**config.mk**
```make
export PLATFORM = sky130hd
export DESIGN_NAME = alu_seq_unit
export DESIGN_NICKNAME = d
export VERILOG_FILES = /design/src/rtl/alu_seq_unit.sv
export SDC_FILE = /design/constraint.sdc
export NUM_CORES = 1
export LEC_CHECK = 0
export BUFFER_PORTS_ARGS = -buffer_cell sky130_fd_sc_hd__buf_2
export CAP_MARGIN = 20
export CORE_UTILIZATION = 58
export CTS_CLUSTER_DIAMETER = 50
export DETAILED_ROUTE_END_ITERATION = 7
export PLACE_DENSITY = 0.85
export SLEW_MARGIN = 15
export SYNTH_ARGS = -nofsm -noshare
export SYNTH_HDL_FRONTEND = slang
export SYNTH_SLANG_ARGS = --single-unit
```
**constraint.sdc**
```tcl
create_clock -name clk -period 2.1 [get_ports clk]
set_input_delay 0.21 -clock clk [delete_from_list [all_inputs] [get_ports clk]]
set_output_delay 0.21 -clock clk [all_outputs]
set_load 0.03 [all_outputs]
```
**src/rtl/alu_seq_unit.sv**
```systemverilog
// Registered EX-stage ALU with valid/ready handshake and held results.
// Define ALU_SEQ_MDU_EN to build in the iterative multiply/divide unit.
module alu_seq_unit #(
  parameter  int WIDTH = 32,
  localparam int SHW   = $clog2(WIDTH)
) (
  input  logic             clk,
  input  logic             rst_n,
  input  logic             in_valid,
  output logic             in_ready,
  input  logic [WIDTH-1:0] a,
  input  logic [WIDTH-1:0] b,
  input  logic [3:0]       alu_opcode,
  output logic             out_valid,
  input  logic             out_ready,
  output logic [WIDTH-1:0] result,
  output logic             zero,
  output logic             overflow
);

  typedef enum logic [1:0] {
    IDLE = 2'd0,
    BUSY = 2'd1,
    DONE = 2'd2
  } state_e;

  state_e           state_q, state_d;
  logic [WIDTH-1:0] result_q, res_d;
  logic             zero_q, ovf_q, ovf_d;
  logic [WIDTH-1:0] alu_res;
  logic             alu_ovf;
  logic             accept, load, mdu_start;
  logic [SHW-1:0]   shamt;

  assign shamt     = b[SHW-1:0];
  assign in_ready  = (state_q == IDLE) ||
                     ((state_q == DONE) && out_ready);
  assign accept    = in_valid && in_ready;
  assign out_valid = (state_q == DONE);
  assign result    = result_q;
  assign zero      = zero_q;
  assign overflow  = ovf_q;

  // Single-cycle datapath evaluated on the operands being accepted.
  always_comb begin
    alu_res = '0;
    alu_ovf = 1'b0;
    case (alu_opcode)
      4'b0000: begin
        alu_res = a + b;
        alu_ovf = (a[WIDTH-1] == b[WIDTH-1]) &&
                  (alu_res[WIDTH-1] != a[WIDTH-1]);
      end
      4'b0001: begin
        alu_res = a - b;
        alu_ovf = (a[WIDTH-1] != b[WIDTH-1]) &&
                  (alu_res[WIDTH-1] != a[WIDTH-1]);
      end
      4'b0010: alu_res = a & b;
      4'b0011: alu_res = a | b;
      4'b0100: alu_res = {{(WIDTH-1){1'b0}},
                          ($signed(a) < $signed(b))};
      4'b0101: alu_res = {{(WIDTH-1){1'b0}}, (a < b)};
      4'b0110: alu_res = a ^ b;
      4'b0111: alu_res = ~(a | b);
      4'b1000: alu_res = a << shamt;
      4'b1001: alu_res = a >> shamt;
      4'b1010: alu_res = $signed(a) >>> shamt;
`ifdef ALU_SEQ_MDU_EN
      // Only reached on divide by zero; other MDU ops iterate.
      4'b1110: alu_res = '1;
      4'b1111: alu_res = a;
`endif
      default: alu_res = '0;
    endcase
  end

`ifdef ALU_SEQ_MDU_EN
  localparam int CW = SHW + 1;
  localparam logic [SHW:0] CNT_LAST = CW'(WIDTH - 1);

  logic [2*WIDTH-1:0] prod_q, step;
  logic [WIDTH-1:0]   dvs_q, mdu_res;
  logic [1:0]         mop_q;
  logic [SHW:0]       cnt_q;
  logic [WIDTH:0]     msum, rsh, rdif;

  assign mdu_start = accept && (alu_opcode[3:2] == 2'b11) &&
                     !(alu_opcode[1] && (b == '0));

  // One shift-add or restoring-divide step on {hi, lo}.
  always_comb begin
    msum = {1'b0, prod_q[2*WIDTH-1:WIDTH]} +
           (prod_q[0] ? {1'b0, dvs_q} : '0);
    rsh  = {prod_q[2*WIDTH-1:WIDTH], prod_q[WIDTH-1]};
    rdif = rsh - {1'b0, dvs_q};
    step = {msum, prod_q[WIDTH-1:1]};
    if (mop_q[1]) begin
      if (rdif[WIDTH])
        step = {rsh[WIDTH-1:0], prod_q[WIDTH-2:0], 1'b0};
      else
        step = {rdif[WIDTH-1:0], prod_q[WIDTH-2:0], 1'b1};
    end
    mdu_res = mop_q[0] ? step[2*WIDTH-1:WIDTH] : step[WIDTH-1:0];
  end

  // Product/quotient register and iteration counter.
  always_ff @(posedge clk or negedge rst_n) begin
    if (!rst_n) begin
      prod_q <= '0;
      dvs_q  <= '0;
      mop_q  <= '0;
      cnt_q  <= '0;
    end else if (mdu_start) begin
      prod_q <= {{WIDTH{1'b0}}, a};
      dvs_q  <= b;
      mop_q  <= alu_opcode[1:0];
      cnt_q  <= '0;
    end else if (state_q == BUSY) begin
      prod_q <= step;
      cnt_q  <= cnt_q + CW'(1);
    end
  end
`else
  assign mdu_start = 1'b0;
`endif

  // Next state and result-load decision.
  always_comb begin
    state_d = state_q;
    load    = 1'b0;
    res_d   = alu_res;
    ovf_d   = alu_ovf;
    case (state_q)
      IDLE, DONE: begin
        if ((state_q == DONE) && out_ready)
          state_d = IDLE;
        if (accept) begin
          if (mdu_start) begin
            state_d = BUSY;
          end else begin
            state_d = DONE;
            load    = 1'b1;
          end
        end
      end
`ifdef ALU_SEQ_MDU_EN
      BUSY: begin
        if (cnt_q == CNT_LAST) begin
          state_d = DONE;
          load    = 1'b1;
          res_d   = mdu_res;
          ovf_d   = 1'b0;
        end
      end
`endif
      default: state_d = IDLE;
    endcase
  end

  // State register.
  always_ff @(posedge clk or negedge rst_n) begin
    if (!rst_n) state_q <= IDLE;
    else        state_q <= state_d;
  end

  // Result and flags, held until the next load.
  always_ff @(posedge clk or negedge rst_n) begin
    if (!rst_n) begin
      result_q <= '0;
      zero_q   <= 1'b0;
      ovf_q    <= 1'b0;
    end else if (load) begin
      result_q <= res_d;
      zero_q   <= (res_d == '0);
      ovf_q    <= ovf_d;
    end
  end

endmodule

```
==> metrics.md, run 1 <==
| Metric | Value |
|---|---|
| Initial core utilization | `0.596` |
| Yosys warnings | `0` |
| Status | `did not finish` |
| IO Count | `roughly 110` |
| Stage reached | `4_1_cts` |
| CTS root buf | `clkbuf_16` |
| Post-synthesis register bit count | `35` |
| # rows | `52` |
| GPL Wtd Cong | `1.31` |
| Sequential area share after synthesis | `0.0722` |
| Die height | `around 150 um` |
| CTS Buffer Depth | `2` |
| Post-Syn Area per Cell | `around 7.6 um^2` |
| Syn Std Cell Area | `approximately 12000 um^2` |
| Inserted Clock Buffers | `5` |
| Main flop type after synthesis | `dfrtp_1` |
| Post-cts sizing count | `roughly 520` |
| Cell count after synthesis | `roughly 1600` |
| H-tree levels | `2` |
| CTS hold repair buffers | `0` |
| DP HPWL | `between 50000 and 60000 um` |
| First error message | `[ERROR DPL-0038] Utilization greater than 100%, impossible to legalize` |
| Fraction of registers with async set/reset | `1.00` |
| Post-CTS setup buffer count | `around 100` |
| Distinct cells, synth | `~100` |
| Number of synthesized flops with an enable pin | `0` |
| CTS Sinks | `35` |
| Syn nets | `around 1800` |
| Die Wd | `~150 um` |
| PortBufs | `107` |
[synthesized netlist by cell type, types with 31 or more instances]
cell type    n  area (um^2)
clkbuf_1    81          304
mux2_2      43          484
nand3_1     41          205
nor2_1     137          514
inv_1       91          342
buf_2       31          155
nor3_1      40          200
nand2_1    127          477
a211oi_1    34          255
o21ai_0     70          350
o211ai_1    33          248
a21oi_1    109          546
dfrtp_1     35          876
mux4_2      52         1170
mux2i_1     58          581
ha_1        99         1240
[per-stage QoR]
stage / setup slack (ns) / instances / util / instance area, um^2 / hold slack [ns]
detailed placement: -1.98 / 2500 / 0.867 / 17700 / 0.333
global placement: -1.79 / 2500 / 0.867 / 17700 / 0.295
floorplan: -1.30 / 1607 / - / 12400 / -0.0856
[cells by family after synthesis]
group	share of synthesized area
compound gates	0.310
xor+xnor	0.0202
fa+ha+maj	0.105
buf+inv	0.0870
flops	0.0722
mux	0.199
simple gates	0.206
==> inputs of run 2 (changes only) <==
Settings changed: CORE_UTILIZATION 58 to 40, CTS_CLUSTER_DIAMETER 50 to not set, PLACE_DENSITY 0.85 to not set, PLACE_DENSITY_LB_ADDON set to 0.15.
==> metrics.md, run 2 <==
| Metric | Value |
|---|---|
| Vias in the first global route | `17085` |
| Critical R2R Launch | `state_q[1]$_DFFE_PN0P_` |
| H-tree levels | `2 (unchanged)` |
| Part of the cycle the worst path needs | `1.57` |
| Dpl cell area | `18200 um^2 (+3.0%)` |
| Failing checks | `setup timing` |
| Syn nets | `1780 (unchanged)` |
| Fin crit period | `~3.3 ns` |
| Final Setup Violations | `34` |
| Area leader, netlist | `ha_1` |
| Max FFs per register | `32` |
| Number of synthesized flops with an enable pin | `0 (unchanged)` |
| GR Overflow Total | `0` |
| Layout cell share with drive strength beyond 1 | `0.559` |
| NumNets Final | `approximately 2600` |
| Initial core utilization | `0.408 (-0.188)` |
| Die height | `176 um (+20%)` |
| Post-layout util | `0.724` |
| Non-filler cells in the finished layout | `2775` |
| Fraction of registers with async set/reset | `1.00 (unchanged)` |
| Routed WL per cell | `roughly 26 um` |
| Crit path launch | `b[0]` |
| Flip-flop and latch area | `about 880 um^2` |
| Power Density | `379 nW/um^2` |
| Largest net degree at the start of global routing | `48` |
| CP peak stage delay | `~0.58 ns` |
| DP HPWL | `57100 um (-1.4%)` |
| CTS Buffer Depth | `2 (unchanged)` |
| Pre-antenna DRT Iters | `5` |
| Die area | `roughly 31000 um^2` |
| Clock Skew | `approximately 0.0049 ns` |
| Main flop type after synthesis | `dfrtp_1` |
| Critical Path Fanout Max | `8` |
| Post-route cell area | `21500 um^2` |
| Total GRT Usage | `0.452` |
| Synth cell count leaders | `nor2_1, nand2_1, a21oi_1` |
| CP Class | `input pin to flop` |
| ANT nets after route | `0` |
| GPL Wtd Cong | `1.05 (-20%)` |
| Worst Setup Start Kind | `input pin` |
| CTS clock-pin slew for the worst setup and hold paths | `around 0.06 ns` |
| Die Wd | `176 um (+20%)` |
| # rows | `63 (+21%)` |
| Worst endpoint required time | `approximately 2.3 ns` |
| Yosys warnings | `0 (unchanged)` |
| Worst path cell trace | `buf_8 -> buf_8 -> buf_16 -> buf_4 -> mux4_2 -> nand2_1 -> a21o_1 -> o311ai_2 -> a221oi_4 -> nand3_4 -> nor4_4 -> nand4_1 -> nor4_2 -> buf_4 -> nand4_1 -> o31ai_2` |
| Vias per cell | `about 6.4` |
| Syn Std Cell Area | `12100 um^2 (unchanged)` |
| CTS tree | `yes` |
| VDD IR max | `0.281 mV` |
| IO Count | `108 (unchanged)` |
| Worst Tran Pin Value | `0.825 ns` |
| Max frequency | `roughly 0.3 GHz` |
| PnR Total Power | `8.16 mW` |
| Post-Syn Area per Cell | `7.55 um^2 (unchanged)` |
| DRC | `0` |
| Unrepaired setup endpoints after global routing | `yes` |
| Slowest-stage cell, CP | `mux4_2` |
| Fill count | `roughly 2300` |
| Most common cell after layout, fill and taps aside | `buf_4` |
| Worst path arrival time | `between 3 and 4 ns` |
| CTS root buf | `clkbuf_16` |
| Initial antenna violation count | `1` |
| Status | `finished, violations left` |
| Critical Path Sink Type | `flop` |
| Placed Cells | `2673 (+6.9%)` |
| Hold Path Class | `input pin to asynchronous set/reset pin` |
| Setup TNS | `-20.07 ns` |
| Most used standard cell by instance count after synthesis | `nor2_1` |
| Relative slew slack | `0.449` |
| Via count | `17823` |
| Initial drt markers | `2027` |
| Cell count after synthesis | `1607 (unchanged)` |
| Slew Viols, Final | `0` |
| Inserted Clock Buffers | `5 (unchanged)` |
| Synth top area cells | `ha_1, mux4_2, dfrtp_1` |
| Distinct cells, synth | `102 (unchanged)` |
| Most frequent cells in the layout | `buf_4, nor2_1, nand2_1, buf_2, a21oi_1` |
| Sequential area share after synthesis | `0.0722 (unchanged)` |
| Worst-Skew Late Latency | `about 0.29 ns` |
| PortBufs | `107 (unchanged)` |
| Worst setup margin | `-1.19 ns` |
| WHS | `between 0.01 and 0.015 ns` |
| CTS Sinks | `35 (unchanged)` |
| Area grow syn2layout | `77.2%` |
| Area of the multi-input gates | `12300 um^2` |
| First-pass GRT wire length | `~110000 um` |
| Drt total wl | `about 73000 um` |
| Dpl ws | `-1.90 ns (+0.0711 ns)` |
| Post-synthesis register bit count | `35 (unchanged)` |
| Pleak | `between 9 and 10 nW` |
| Post-synth top area share | `0.102 (unchanged)` |
| Final Hold Viols | `0` |
| Core area | `about 30000 um^2` |
| Worst reg2reg path depth | `12` |
| Max cap viols | `0` |
[run 2: cell counts after synthesis]
No cell type changed its count.
[run 2: per-layer routing]
layer	wire length, um	global-route usage	up-vias
met5	11	0	-
met4	4850	0.234	2
met3	7560	0.0922	281
met2	31800	0.713	1221
met1	28500	0.579	8631
li1	-	-	7688
[run 2: kinds of logic (layout without fill, tap and decap cells)]
logic type                 after synthesis  after routing  share of synthesized area
AOI/OAI and AO/OA                      536            536                      0.310
and+or+nand+nor                        504            504                      0.206
buffers and inverters                  239           1016                     0.0870
muxes                                  164            164                      0.199
adders and majority gates              101            101                      0.105
DFF                                     35             35                     0.0722
xor gates and xnor gates                28             28                     0.0202
other                                    0              1                          0
[run 2: area by class of cell]
cell class / count / share of cell area
Sequential cell: 35 / 0.0407
Clock buffer: 8 / 0.00727
Antenna cell: 1 / 0.000116
Inverter: 98 / 0.0193
Timing Repair Buffer: 910 / 0.338
Multi-Input combinational cell: 1333 / 0.572
Tap cell: 390 / 0.0227
[run 2: timing repair]
action | CTS | global route
pin swaps | 108 | 109
hold buffers | 0 | 0
resized for setup | 364 | 159
setup endpoints to repair | 34 | 34
gates cloned | 1 | 1
buffers inserted | 89 | 40
[run 2: critical path, delay by kind of cell]
kind / cells / cell delay (ns)
simple gates: 6 / 1.04
compound gates: 4 / 0.98
buf+inv: 5 / 0.66
mux: 1 / 0.58
[run 2: path summary, 6_finish.rpt]
check | slack, ns | end
min in group clk | 0.14 | state_q[1]$_DFFE_PN0P_
worst min register to register | 0.47 | result[24]$_DFFE_PN0P_
worst max register to register | -0.62 | zero$_DFFE_PN0P_
worst max-delay path | -1.19 | zero$_DFFE_PN0P_
worst min-delay path | 0.01 | result[30]$_DFFE_PN0P_
max in group asynchronous | 1.58 | result[4]$_DFFE_PN0P_
[run 2: where the power goes]
group | switching, mW | leakage [nW] | internal [mW]
registers | 0.0732 | 0.435 | 0.813
clock network | 0.301 | 0.0772 | 0.506
logic | 3.43 | 9.15 | 3.03
No activity file was read; power rests on OpenSTA's default activity.
==> inputs of run 3 (changes only) <==
Clock period 2.1 ns to 3.85 ns, I/O delays scaled along.
==> metrics.md, run 3 (same netlist as run 2, synthesis figures left out) <==
| Metric | Value |
|---|---|
| Status | `complete, no violations` |
| Fill count | `2988 (+30%)` |
| Gate power share | `0.747 (-0.045)` |
| Inserted Clock Buffers | `5 (unchanged)` |
| Critical R2R Launch | `state_q[1]$_DFFE_PN0P_` |
| Via count | `15471 (-13%)` |
| CTS clock-pin slew for the worst setup and hold paths | `0.05 ns (about the same)` |
| Final Hold Viols | `0 (unchanged)` |
| PortBufs | `107 (unchanged)` |
| Met1 Use GR | `0.568 (-0.0110)` |
| H-tree levels | `2 (unchanged)` |
| Worst endpoint required time | `4.04 ns (+1.75 ns)` |
| Max FFs per register | `32 (unchanged)` |
| Flop pwr share | `0.139 (+0.030)` |
| Sw power | `1.68 mW (-56%)` |
| Worst reg2reg path depth | `11 (-1)` |
| Antenna diode count | `0 (-1)` |
| Worst path arrival time | `4.04 ns (+0.56 ns)` |
| Clock power frac | `0.114 (+0.015)` |
| First-pass GRT wire length | `95200 um (-9.4%)` |
| Final Setup Violations | `0 (-100%)` |
| Routed WL per cell | `27.5 um (+5.0%)` |
| Worst path cell trace | `buf_2 -> inv_1 -> ha_2 -> nor4_2 -> buf_4 -> nand3b_1 -> a211o_1 -> o211ai_1 -> buf_4 -> a41o_1 -> o211ai_1 -> nor4_1 -> nand4_1 -> nor4_4 -> buf_4 -> nand4_1 -> o31ai_2` |
| Crit. path cell count | `17 (+1)` |
| Worst Setup Start Kind | `input pin` |
| GR met3 Demand/Resource | `0.0515 (-0.0407)` |
| Critical Path Fanout Max | `8 (unchanged)` |
| Non-filler cells in the finished layout | `2357 (-15%)` |
| CTS Sinks | `35 (unchanged)` |
| # rows | `63 (unchanged)` |
| Top cell by count, worst path | `buf_4` |
| CP Class | `input pin to flop` |
| Most frequent cells in the layout | `buf_4, nor2_1, nand2_1, a21oi_1, buf_2` |
| Initial drt markers | `1923 (-5.1%)` |
| Clock Skew | `0.00583 ns (+0.000962 ns)` |
| Layout cell share with drive strength beyond 1 | `0.333 (-0.226)` |
| GR Overflow Total | `0 (unchanged)` |
| Pleak | `7.09 nW (-27%)` |
| Crit path launch | `a[8]` |
| DP HPWL | `53600 um (-6.1%)` |
| Pint | `1.74 mW (-60%)` |
| Placed Cells | `2348 (-12%)` |
| Part of the cycle the worst path needs | `0.999` |
| R2R Path End | `zero$_DFFE_PN0P_` |
| Drt total wl | `64900 um (-11%)` |
| Critical Path Sink Type | `flop` |
| Slew Viols, Final | `0 (unchanged)` |
| Slowest-stage cell, CP | `nor4_1` |
| Initial core utilization | `0.408 (unchanged)` |
| Worst-Skew Late Latency | `0.28 ns (about the same)` |
| Power Density | `217 nW/um^2 (-43%)` |
| GPL Wtd Cong | `1.08 (+3.3%)` |
| PnR Total Power | `3.43 mW (-58%)` |
| CP delay by family, top | `simple AND/OR/NAND/NOR gates` |
| NumNets Final | `2140 (-16%)` |
| Unrepaired setup endpoints after global routing | `yes` |
| Pre-antenna DRT Iters | `6 (+1)` |
| IO Count | `108 (unchanged)` |
| Met2 global-route usage | `0.636 (-0.0776)` |
| Area grow syn2layout | `29.9%` |
| Die Wd | `176 um (unchanged)` |
| CTS Buffer Depth | `2 (unchanged)` |
| CTS root buf | `clkbuf_16` |
| VDD IR max | `0.149 mV (-47%)` |
| Max frequency | `about 0.26 GHz` |
| Die height | `176 um (unchanged)` |
| Vias in the first global route | `14721 (-14%)` |
| Initial antenna violation count | `1 (unchanged)` |
| ANT nets after route | `0 (unchanged)` |
| Most common cell after layout, fill and taps aside | `buf_4` |
| Relative slew slack | `0.208 (-0.240)` |
| Total GRT Usage | `0.411 (-0.0404)` |
| Worst Tran Pin Value | `1.18 ns (+0.353 ns)` |
| Vias per cell | `6.56 (+2.2%)` |
| Core area | `29700 um^2 (unchanged)` |
| Setup crit end | `zero$_DFFE_PN0P_` |
| CP peak stage delay | `0.35 ns (-0.23 ns)` |
| Sw frac | `0.491 (+0.0245)` |
| Largest net degree at the start of global routing | `48 (unchanged)` |
| Flop2flop setup slack | `1.37 ns (+1.99 ns)` |
| Most used routing layer | `met2` |
| CTS tree | `yes` |
| Die area | `31000 um^2 (unchanged)` |
| Hold Path Class | `input pin to asynchronous set/reset pin` |
| DRC | `0 (unchanged)` |
| Fin crit period | `about 3.8 ns` |
| CP Buf/Inv Count | `5 (unchanged)` |
| Max cap viols | `0 (unchanged)` |
## run 3: layout make-up
type / count / area (um^2) / area share
timing repair buffer: 494 / 3510 / 0.223
multi-input combinational: 1333 / 10400 / 0.658
sequential: 35 / 876 / 0.0556
inverter: 98 / 368 / 0.0233
tap: 390 / 488 / 0.0310
clock inverter: 1 / 5.00 / 0.000318
clock buffer: 6 / 139 / 0.00881
## run 3: timing repair
| item | in CTS | in global routing |
|---|---|---|
| setup endpoints to repair | 1 | 2 |
| hold buffers | 0 | 0 |
| buffers inserted | 3 | 0 |
| pin swaps | 12 | 2 |
| resized for setup | 20 | 8 |
## run 3: worst min path at each step
stage / startpoint / end / slack (ns)
2_1_floorplan: rst_n / overflow$_DFFE_PN0P_ / 0.09
3_3_place_gp: result[24]$_DFFE_PN0P_ / result[24]$_DFFE_PN0P_ / 0.46
3_5_place_dp: result[22]$_DFFE_PN0P_ / result[22]$_DFFE_PN0P_ / 0.47
4_1_cts: rst_n / result[5]$_DFFE_PN0P_ / 0.19
5_1_grt: rst_n / result[8]$_DFFE_PN0P_ / 0.22
6_report: rst_n / result[5]$_DFFE_PN0P_ / 0.17
## run 3: metrics by stage
stage / setup TNS, ns / instance area [um^2] / utilization / hold WS [ns] / worst slack [ns]
after floorplan: 0 / 12100 / - / 0.0894 / 0.0127
after global placement: -0.850 / 15500 / 0.521 / 0.455 / -0.589
after detailed placement: -0.940 / 15500 / 0.521 / 0.465 / -0.624
after CTS: 0 / 15700 / 0.529 / 0.190 / 0.00593
after global routing: -0.0517 / 15800 / 0.530 / 0.222 / -0.0517
final: 0 / 15800 / 0.530 / 0.166 / 0.00269
## run 3: per-layer routing
layer	vias up	wire length, um
li1	6851	-
met1	7483	27400
met2	959	27900
met3	178	6090
met4	0	3480
met5	-	0
## run 3: power by group through the flow
stage | clock network [mW] | registers (mW) | logic, mW
3_3_place_gp | 0 | 0.480 | 2.45
5_1_grt | 0.422 | 0.486 | 2.69
2_1_floorplan | 0 | 0.639 | 1.20
6_report | 0.392 | 0.477 | 2.56
3_5_place_dp | 0 | 0.484 | 2.45
4_1_cts | 0.404 | 0.478 | 2.49
